==> config.mk <==
export PLATFORM = sky130hd
export DESIGN_NAME = mas_seq_divider
export DESIGN_NICKNAME = d
export VERILOG_FILES = /design/src/rtl/mas_seq_divider.sv
export SDC_FILE = /design/constraint.sdc
export NUM_CORES = 1
export LEC_CHECK = 0
export BUFFER_PORTS_ARGS = -buffer_cell sky130_fd_sc_hd__buf_4
export CAP_MARGIN = 20
export CELL_PAD_IN_SITES_DETAIL_PLACEMENT = 1
export CELL_PAD_IN_SITES_GLOBAL_PLACEMENT = 1
export CORE_ASPECT_RATIO = 0.9
export CORE_MARGIN = 3
export CORE_UTILIZATION = 41
export CTS_CLUSTER_DIAMETER = 150
export CTS_CLUSTER_SIZE = 12
export DETAILED_ROUTE_END_ITERATION = 6
export HOLD_SLACK_MARGIN = 0.1
export PLACE_DENSITY = 0.85
export RECOVER_POWER = 100
export SLEW_MARGIN = 20
export SYNTH_ARGS = -nofsm -noshare
export SYNTH_HDL_FRONTEND = slang
export SYNTH_SLANG_ARGS = --single-unit
==> constraint.sdc <==
create_clock -name clk -period 6.3 [get_ports clk]
set_clock_uncertainty 0.2 [all_clocks]
set_input_delay 0 -clock clk [delete_from_list [all_inputs] [get_ports clk]]
set_output_delay 0 -clock clk [all_outputs]
set_load 0.02 [all_outputs]
==> src/rtl/mas_seq_divider.sv <==
// mas_seq_divider: sequential restoring divider that produces one quotient bit per cycle.
// Optional macro MAS_DIV_EARLY_EXIT_EN: finish in one cycle when the dividend is below the divisor.
`default_nettype none

module mas_seq_divider #(
  parameter int WIDTH = 8
) (
  input  logic             clk,
  input  logic             rst_n,
  input  logic             in_valid,
  output logic             in_ready,
  input  logic [WIDTH-1:0] in1,
  input  logic [WIDTH-1:0] in2,
  output logic             out_valid,
  input  logic             out_ready,
  output logic [WIDTH-1:0] quo,
  output logic [WIDTH-1:0] rem,
  output logic             div_by_zero
);

  localparam int CW = $clog2(WIDTH);

  generate
    if ((WIDTH % 4) != 0 || WIDTH < 4) begin : g_width_check
      $error("mas_seq_divider: WIDTH must be a multiple of 4 and at least 4");
    end
  endgenerate

  typedef enum logic [1:0] {
    IDLE = 2'd0,
    CALC = 2'd1,
    DONE = 2'd2
  } state_t;

  state_t           state;
  logic [WIDTH-1:0] q_sh;
  logic [WIDTH-1:0] d_reg;
  logic [WIDTH-1:0] r_part;
  logic [CW-1:0]    count;

  // a + ~b + 1 through 4-bit ripple slices; the MSB of the result is the carry-out (no borrow).
  function automatic logic [WIDTH:0] slice_sub(input logic [WIDTH-1:0] a,
                                               input logic [WIDTH-1:0] b);
    logic             c;
    logic [4:0]       sc;
    logic [WIDTH-1:0] s;
    logic             ab;
    logic             bb;
    c  = 1'b1;
    sc = '0;
    s  = '0;
    for (int k = 0; k < WIDTH / 4; k++) begin
      sc[0] = c;
      for (int j = 0; j < 4; j++) begin
        ab          = a[4*k+j];
        bb          = ~b[4*k+j];
        s[4*k+j]    = ab ^ bb ^ sc[j];
        sc[j+1]     = (ab & bb) | (sc[j] & (ab ^ bb));
      end
      c = sc[4];
    end
    return {c, s};
  endfunction

  logic [WIDTH:0]   trial;
  logic [WIDTH:0]   low_sub;
  logic             no_borrow;
  logic [WIDTH-1:0] r_next;
  logic [WIDTH-1:0] q_next;
  logic             early_exit;

  assign trial     = {r_part, q_sh[WIDTH-1]};
  assign low_sub   = slice_sub(trial[WIDTH-1:0], d_reg);
  // Top borrow bit: subtracting the zero-extended divisor's MSB (0) from trial[WIDTH].
  assign no_borrow = trial[WIDTH] | low_sub[WIDTH];
  // The partial remainder stays below the divisor, so the top bit of S is always zero.
  assign r_next    = no_borrow ? low_sub[WIDTH-1:0] : trial[WIDTH-1:0];
  assign q_next    = {q_sh[WIDTH-2:0], no_borrow};

`ifdef MAS_DIV_EARLY_EXIT_EN
  logic [WIDTH:0] cmp;
  assign cmp        = slice_sub(in1, in2);
  // A borrow implies in1 != in2, so the wrapped difference is necessarily nonzero.
  assign early_exit = ~cmp[WIDTH] & (|cmp[WIDTH-1:0]);
`else
  assign early_exit = 1'b0;
`endif

  always_ff @(posedge clk or negedge rst_n) begin
    if (!rst_n) begin
      state       <= IDLE;
      in_ready    <= 1'b1;
      out_valid   <= 1'b0;
      quo         <= '0;
      rem         <= '0;
      div_by_zero <= 1'b0;
      q_sh        <= '0;
      d_reg       <= '0;
      r_part      <= '0;
      count       <= '0;
    end else begin
      case (state)
        IDLE: begin
          if (in_valid) begin
            q_sh     <= in1;
            d_reg    <= in2;
            r_part   <= '0;
            count    <= CW'(WIDTH - 1);
            in_ready <= 1'b0;
            if (in2 == '0) begin
              state       <= DONE;
              out_valid   <= 1'b1;
              quo         <= '1;
              rem         <= in1;
              div_by_zero <= 1'b1;
            end else if (early_exit) begin
              state       <= DONE;
              out_valid   <= 1'b1;
              quo         <= '0;
              rem         <= in1;
              div_by_zero <= 1'b0;
            end else begin
              state <= CALC;
            end
          end
        end
        CALC: begin
          r_part <= r_next;
          q_sh   <= q_next;
          count  <= count - 1'b1;
          if (count == '0) begin
            state       <= DONE;
            out_valid   <= 1'b1;
            quo         <= q_next;
            rem         <= r_next;
            div_by_zero <= 1'b0;
          end
        end
        DONE: begin
          if (out_ready) begin
            state     <= IDLE;
            out_valid <= 1'b0;
            in_ready  <= 1'b1;
          end
        end
        default: begin
          state     <= IDLE;
          in_ready  <= 1'b1;
          out_valid <= 1'b0;
        end
      endcase
    end
  end

endmodule

`default_nettype wire

Yosys cells after proc, flatten, opt, wreduce, memory -nomap -nowiden
Cells that the tools add are included.
{"block": "op_classes", "n_reduce_logical": 10, "eq_ne": 6, "bitwise_logic": 49, "muxes": 30, "addsub": 1}
{"op": "$mux 8", "n": 9}
{"op": "$pmux 8 s2", "n": 4}
{"op": "$and 1x1->1", "n": 15}
{"op": "$xor 1x1->1", "n": 15}
{"op": "$not 1->1", "n": 10}
{"op": "$or 1x1->1", "n": 9}
{"op": "$logic_not 8->1", "n": 1}
{"op": "$mux 2", "n": 4}
{"op": "$ne 2x2->1 const B", "n": 4}
{"op": "$reduce_and 4->1", "n": 2}
{"op": "$mux 1", "n": 7}
{"op": "$pmux 1 s3", "n": 2}
{"op": "$pmux 2 s3", "n": 1}
{"op": "$pmux 3 s2", "n": 1}
{"op": "$reduce_and 3->1", "n": 2}
{"op": "$reduce_and 2->1", "n": 2}
{"op": "$logic_not 3->1", "n": 1}
{"op": "$mux 3", "n": 1}
{"op": "$sub 3x1->3 const B", "n": 1}
{"op": "$eq 2x1->1 const B", "n": 1}
{"op": "$eq 2x2->1 const B", "n": 1}
{"op": "$logic_not 2->1", "n": 1}
{"op": "$pmux 1 s2", "n": 1}
{"op": "$reduce_bool 2->1", "n": 1}
{"block": "word_totals", "input_bits": 20, "regBits": 48, "wordCells": 106, "output_inout_bits": 19}

Depth between registers and ports, before layout
{"block": "depth", "ltp_word": 21, "mapped_depth": 13, "ltp_nobuf": 12}

Worst setup path before layout
Ideal clock, no wire load.
{"block": "synth_timing", "kind": "register to register", "start": "register q_sh[7]", "end": "register rem[1]", "arrival_ps": 4029, "path_buffers": 1, "setup_slack_ps": 1975, "setup_time_ps": 96, "stages_incl_launch_ff": 14, "period_less_slack_ps": 4325, "required_time_ps": 6004, "path_cell_list": "dfrtp_1 inv_1 ha_1 fa_1 fa_1 fa_1 fa_1 fa_1 fa_1 fa_1 nand2b_1 clkbuf_1 a211oi_1 o31ai_1"}
{"block": "synth_between", "elab_chain_len": 20, "elab_cells_between_ends": 22, "cone_classes": "3 x mux; 19 x bitwise"}
{"element": "from (decl)", "line": "36", "text": "logic [WIDTH-1:0] q_sh;"}
{"element": "from (signal assigned)", "line": "105", "text": "q_sh <= in1;"}
{"element": "from (signal assigned)", "line": "129", "text": "q_sh <= q_next;"}
{"element": "$and 1x1->1 / $xor 1x1->1 (equally long branches)", "line": "58", "text": "sc[j+1] = (ab & bb) | (sc[j] & (ab ^ bb));"}
{"element": "$or 1x1->1 (*)", "line": "58"}
{"element": "$and 1x1->1", "line": "58"}
{"element": "$or 1x1->1", "line": "58"}
{"element": "$and 1x1->1", "line": "58"}
{"element": "$or 1x1->1", "line": "58"}
{"element": "$and 1x1->1", "line": "58"}
{"element": "$or 1x1->1", "line": "58"}
{"element": "[... 4 more ...]"}
{"element": "$and 1x1->1", "line": "58"}
{"element": "$or 1x1->1", "line": "58"}
{"element": "$and 1x1->1", "line": "58"}
{"element": "$or 1x1->1", "line": "58"}
{"element": "$or 1x1->1", "line": "75", "text": "assign no_borrow = trial[WIDTH] | low_sub[WIDTH];"}
{"element": "$mux 8 (*)", "line": "77", "text": "assign r_next = no_borrow ? low_sub[WIDTH-1:0] : trial[WIDTH-1:0];"}
{"element": "$mux 8 (*)", "line": "131", "text": "if (count == '0) begin"}
{"element": "$pmux 8 s2 (*)", "line": "102", "text": "case (state)"}
{"element": "to (signal assigned)", "line": "114", "text": "rem <= in1;"}
{"element": "to (signal assigned)", "line": "120", "text": "rem <= in1;"}
{"element": "to (signal assigned)", "line": "135", "text": "rem <= r_next;"}
{"element": "to (decl)", "line": "17", "text": "output logic [WIDTH-1:0] rem,"}
Every way passes the cells marked *; elsewhere a longest branch is shown, timed or not. The select of a mux whose other input is x is not followed.
A chain may end at the register's enable or synchronous reset.

Final worst setup path
{"block": "layout_timing", "start": "register q_sh[7]", "end": "register rem[7]"}
{"block": "layout_between", "elab_chain_len": 20, "elab_cells_between_ends": 22, "cone_classes": "3 x mux; 19 x bitwise"}
{"element": "$and 1x1->1 / $xor 1x1->1 (equally long branches)", "line": "58"}
{"element": "$or 1x1->1 (*)", "line": "58"}
{"element": "$and 1x1->1 (*)", "line": "58"}
{"element": "$or 1x1->1 (*)", "line": "58"}
{"element": "$and 1x1->1 (*)", "line": "58"}
{"element": "$or 1x1->1 (*)", "line": "58"}
{"element": "$and 1x1->1 (*)", "line": "58"}
{"element": "$or 1x1->1 (*)", "line": "58"}
{"element": "[... 4 more ...]"}
{"element": "$and 1x1->1 (*)", "line": "58"}
{"element": "$or 1x1->1 (*)", "line": "58"}
{"element": "$and 1x1->1", "line": "58"}
{"element": "$or 1x1->1", "line": "58"}
{"element": "$or 1x1->1", "line": "75"}
{"element": "$mux 8 (*)", "line": "77"}
{"element": "$mux 8 (*)", "line": "131"}
{"element": "$pmux 8 s2 (*)", "line": "102"}
Marked as above.

==> impl_metrics.ini <==
[cts]
clock_sinks = 48
cts_hold_buf = 21
h-tree-depth = 2
cts_tree = built
clock_latency_ps = 310
cts_buffers = 5
cts-resized-gates = 0
path_clk_slew_ps = 90
postCtsSetupBuffers = 0
cts.path.max_buffers = 2
cts_root_buffer = clkbuf_8

[sta]
finalSetupViolCount = 0
hold_ws_ps = 250
tightest_slew_ps = 2550
fin_crit_ps = 4990
period_share_pct = 79.2
slew_headroom_pct = -69.8
slew_violations = 102
finalHoldViolCount = 0
fmax_ghz = 0.201
rsz0062_at_grt = false
fin_tns_setup_ps = 0

[worst_setup_path]
critPathLaunchType = flop
crit_type = flop to flop
cp.required_ps = 6300
end_kind = flop
max_stage_delay_ps = 540
critPathTopFamily = adder cells
critPathBufInv = 1
cp_slowest_cell = fa_1
crit_chain = inv_1 > ha_1 > fa_1 > fa_1 > fa_1 > fa_1 > fa_1 > fa_1 > fa_1 > nand2b_1 > a211oi_1 > o31ai_1
cp_max_fo = 15
cp_common_cell = fa_1
cp.arrival_ps = 4980

[synth]
syn_area_per_cell_um2 = 9.62
seq_area_frac_synth_pct = 48.1
synthArstFlopShare_pct = 100
synth_top_area_share_pct = 47.0
netlist_area_um2 = 2500
synth_top_family_by_area = simple AND/OR/NAND/NOR gates
synthAdderAreaFrac_pct = 7.10
yosys-top-cells-area = dfrtp_1 (47%), nand2_1 (6.8%), fa_1 (5.6%)
synth_top_area_cell = dfrtp_1
ys_types = 36
synthMuxAreaShare_pct = 3.20
yosys_warnings = 0
syn_nets = 290
ys.flop_type = dfrtp_1
synth-compound-area-share_pct = 16.8
synth_xor_area_share_pct = 0
ys_ff_latch = 48
synth_edf_count = 0
postSynthCellCount = 260
synthSimpleGateAreaFrac_pct = 17.6

[layout]
diodes = 0
drive_gt1_share_pct = 9.29
final_common_cell = dfrtp_1
final_nets = 341
utilization_pct = 51.9
layout_common_cells = dfrtp_1 (47), nand2_1 (45), inv_1 (26), clkbuf_1 (23), dlygate4sd3_1 (20)
area_growth_pct = 20.1

[placed_design]
post-dp-hpwl_mm = 4.78
place_congestion = 0.816
io_buffers = 38

[run]
cap_violations = 3

[drt]
drc = 0
drt_iter0_markers = 155
vias = 2182
wire_per_inst_um = 19.0
wl_mm = 7.24
viasPerCell = 5.71
first_pass_iters = 4
ant_nets = 0

[power]
switching_share_pct = 48.3
internal_power_mw = 0.860
p_sw_mw = 0.804
p_leak_nw = 1.37
combPwrFrac_pct = 54.5
p_seq_share_pct = 34.2
pwr-share-clk_pct = 11.4
p_per_area_nw_per_um2 = 554
totalPowerFinal_mw = 1.66
peakVddDrop_uv = 162

[outcome]
outcome = finished, violations left
violations = max-capacitance violations, max-slew violations

[global_routing]
track_usage_pct = 22.4
grt_pass1_wl_mm = 12.1
grt_remaining_overflow = 0
met3_usage_pct = 4.21
antenna_found_initial = 0
grt_max_degree = 48
grt_pass1_vias = 2316
met1_usage_pct = 27.6
grtUsageMet2_pct = 38.7
grt_busiest_layer = met2

[floorplan]
initial_core_util_pct = 43.2
row_count = 26
die_h_um = 80.1
pin_count = 39
core-area_um2 = 5790
die_w_um = 88.3
dieArea_um2 = 7070

[hold_path]
hp-class = input port to flop
-- cell families after synthesis --
logic type	Yosys count
buffers and inverters	43
adders and majority gates	10
and+or+nand+nor	90
DFF	48
muxes	8
AOI/OAI and AO/OA	61
-- stage by stage --
stage	cells	worst slack, ps	cell area, µm²
2_1_floorplan	260	1980	2500
3_3_place_gp	353	1840	2810
3_5_place_dp	353	1610	2810
4_1_cts	382	1460	3130
5_1_grt	382	1100	3000
6_report	382	1310	3000
-- metal layers --
layer / share of wire (%) / up-vias
met4: 3.0 / 0
met2: 50 / 65
met5: 0 / -
met1: 43 / 1104
met3: 3.9 / 17
li1: - / 996
-- worst min-delay path, delay by kind of cell --
| kind | cells | cell delay [ps] |
|---|---|---|
| buffers and inverters | 2 | 630 |
| AND/OR/NAND/NOR | 2 | 100 |
-- power groups by stage --
| stage | Combinational [mW] | Clock [mW] | Sequential (mW) |
|---|---|---|---|
| floorplan | 0.595 | 0 | 0.589 |
| global placement | 0.861 | 0 | 0.561 |
| detailed placement | 0.913 | 0 | 0.573 |
| CTS | 0.951 | 0.195 | 0.568 |
| global route | 1.01 | 0.208 | 0.591 |
| finish | 0.906 | 0.190 | 0.568 |
-- cell usage after synthesis (all sizes together) (7+ instances only) --
master	count
a21oi	10
a31oi	11
and3b	7
clkbuf	11
dfrtp	47
fa	7
inv	26
mux2i	8
nand2	45
nand3	7
nor2	16
o21ai	12
o31ai	9
-- final timing paths --
path | from | endpoint | slack, ps | cells after the start
worst max-delay path | q_sh[7] | rem[7] | 1310 | 12
min in group asynchronous | rst_n | in_ready | 540 | 3
worst min register to register | div_by_zero | div_by_zero | 300 | 2
worst max register to register | q_sh[7] | rem[7] | 1310 | 12
max in group asynchronous | rst_n | rem[6] | 2920 | 4
worst min-delay path | in2[7] | d_reg[7] | 250 | 4
-- area by class of cell --
class	count	area (µm²)
clock inverter	3	23.8
timing repair buffer	61	422
fill	664	2790
sequential	48	1200
clock buffer	5	68.8
tap	70	87.6
inverter	26	97.6
multi-input combinational	169	1100
Power figures use the tool's default switching activity.
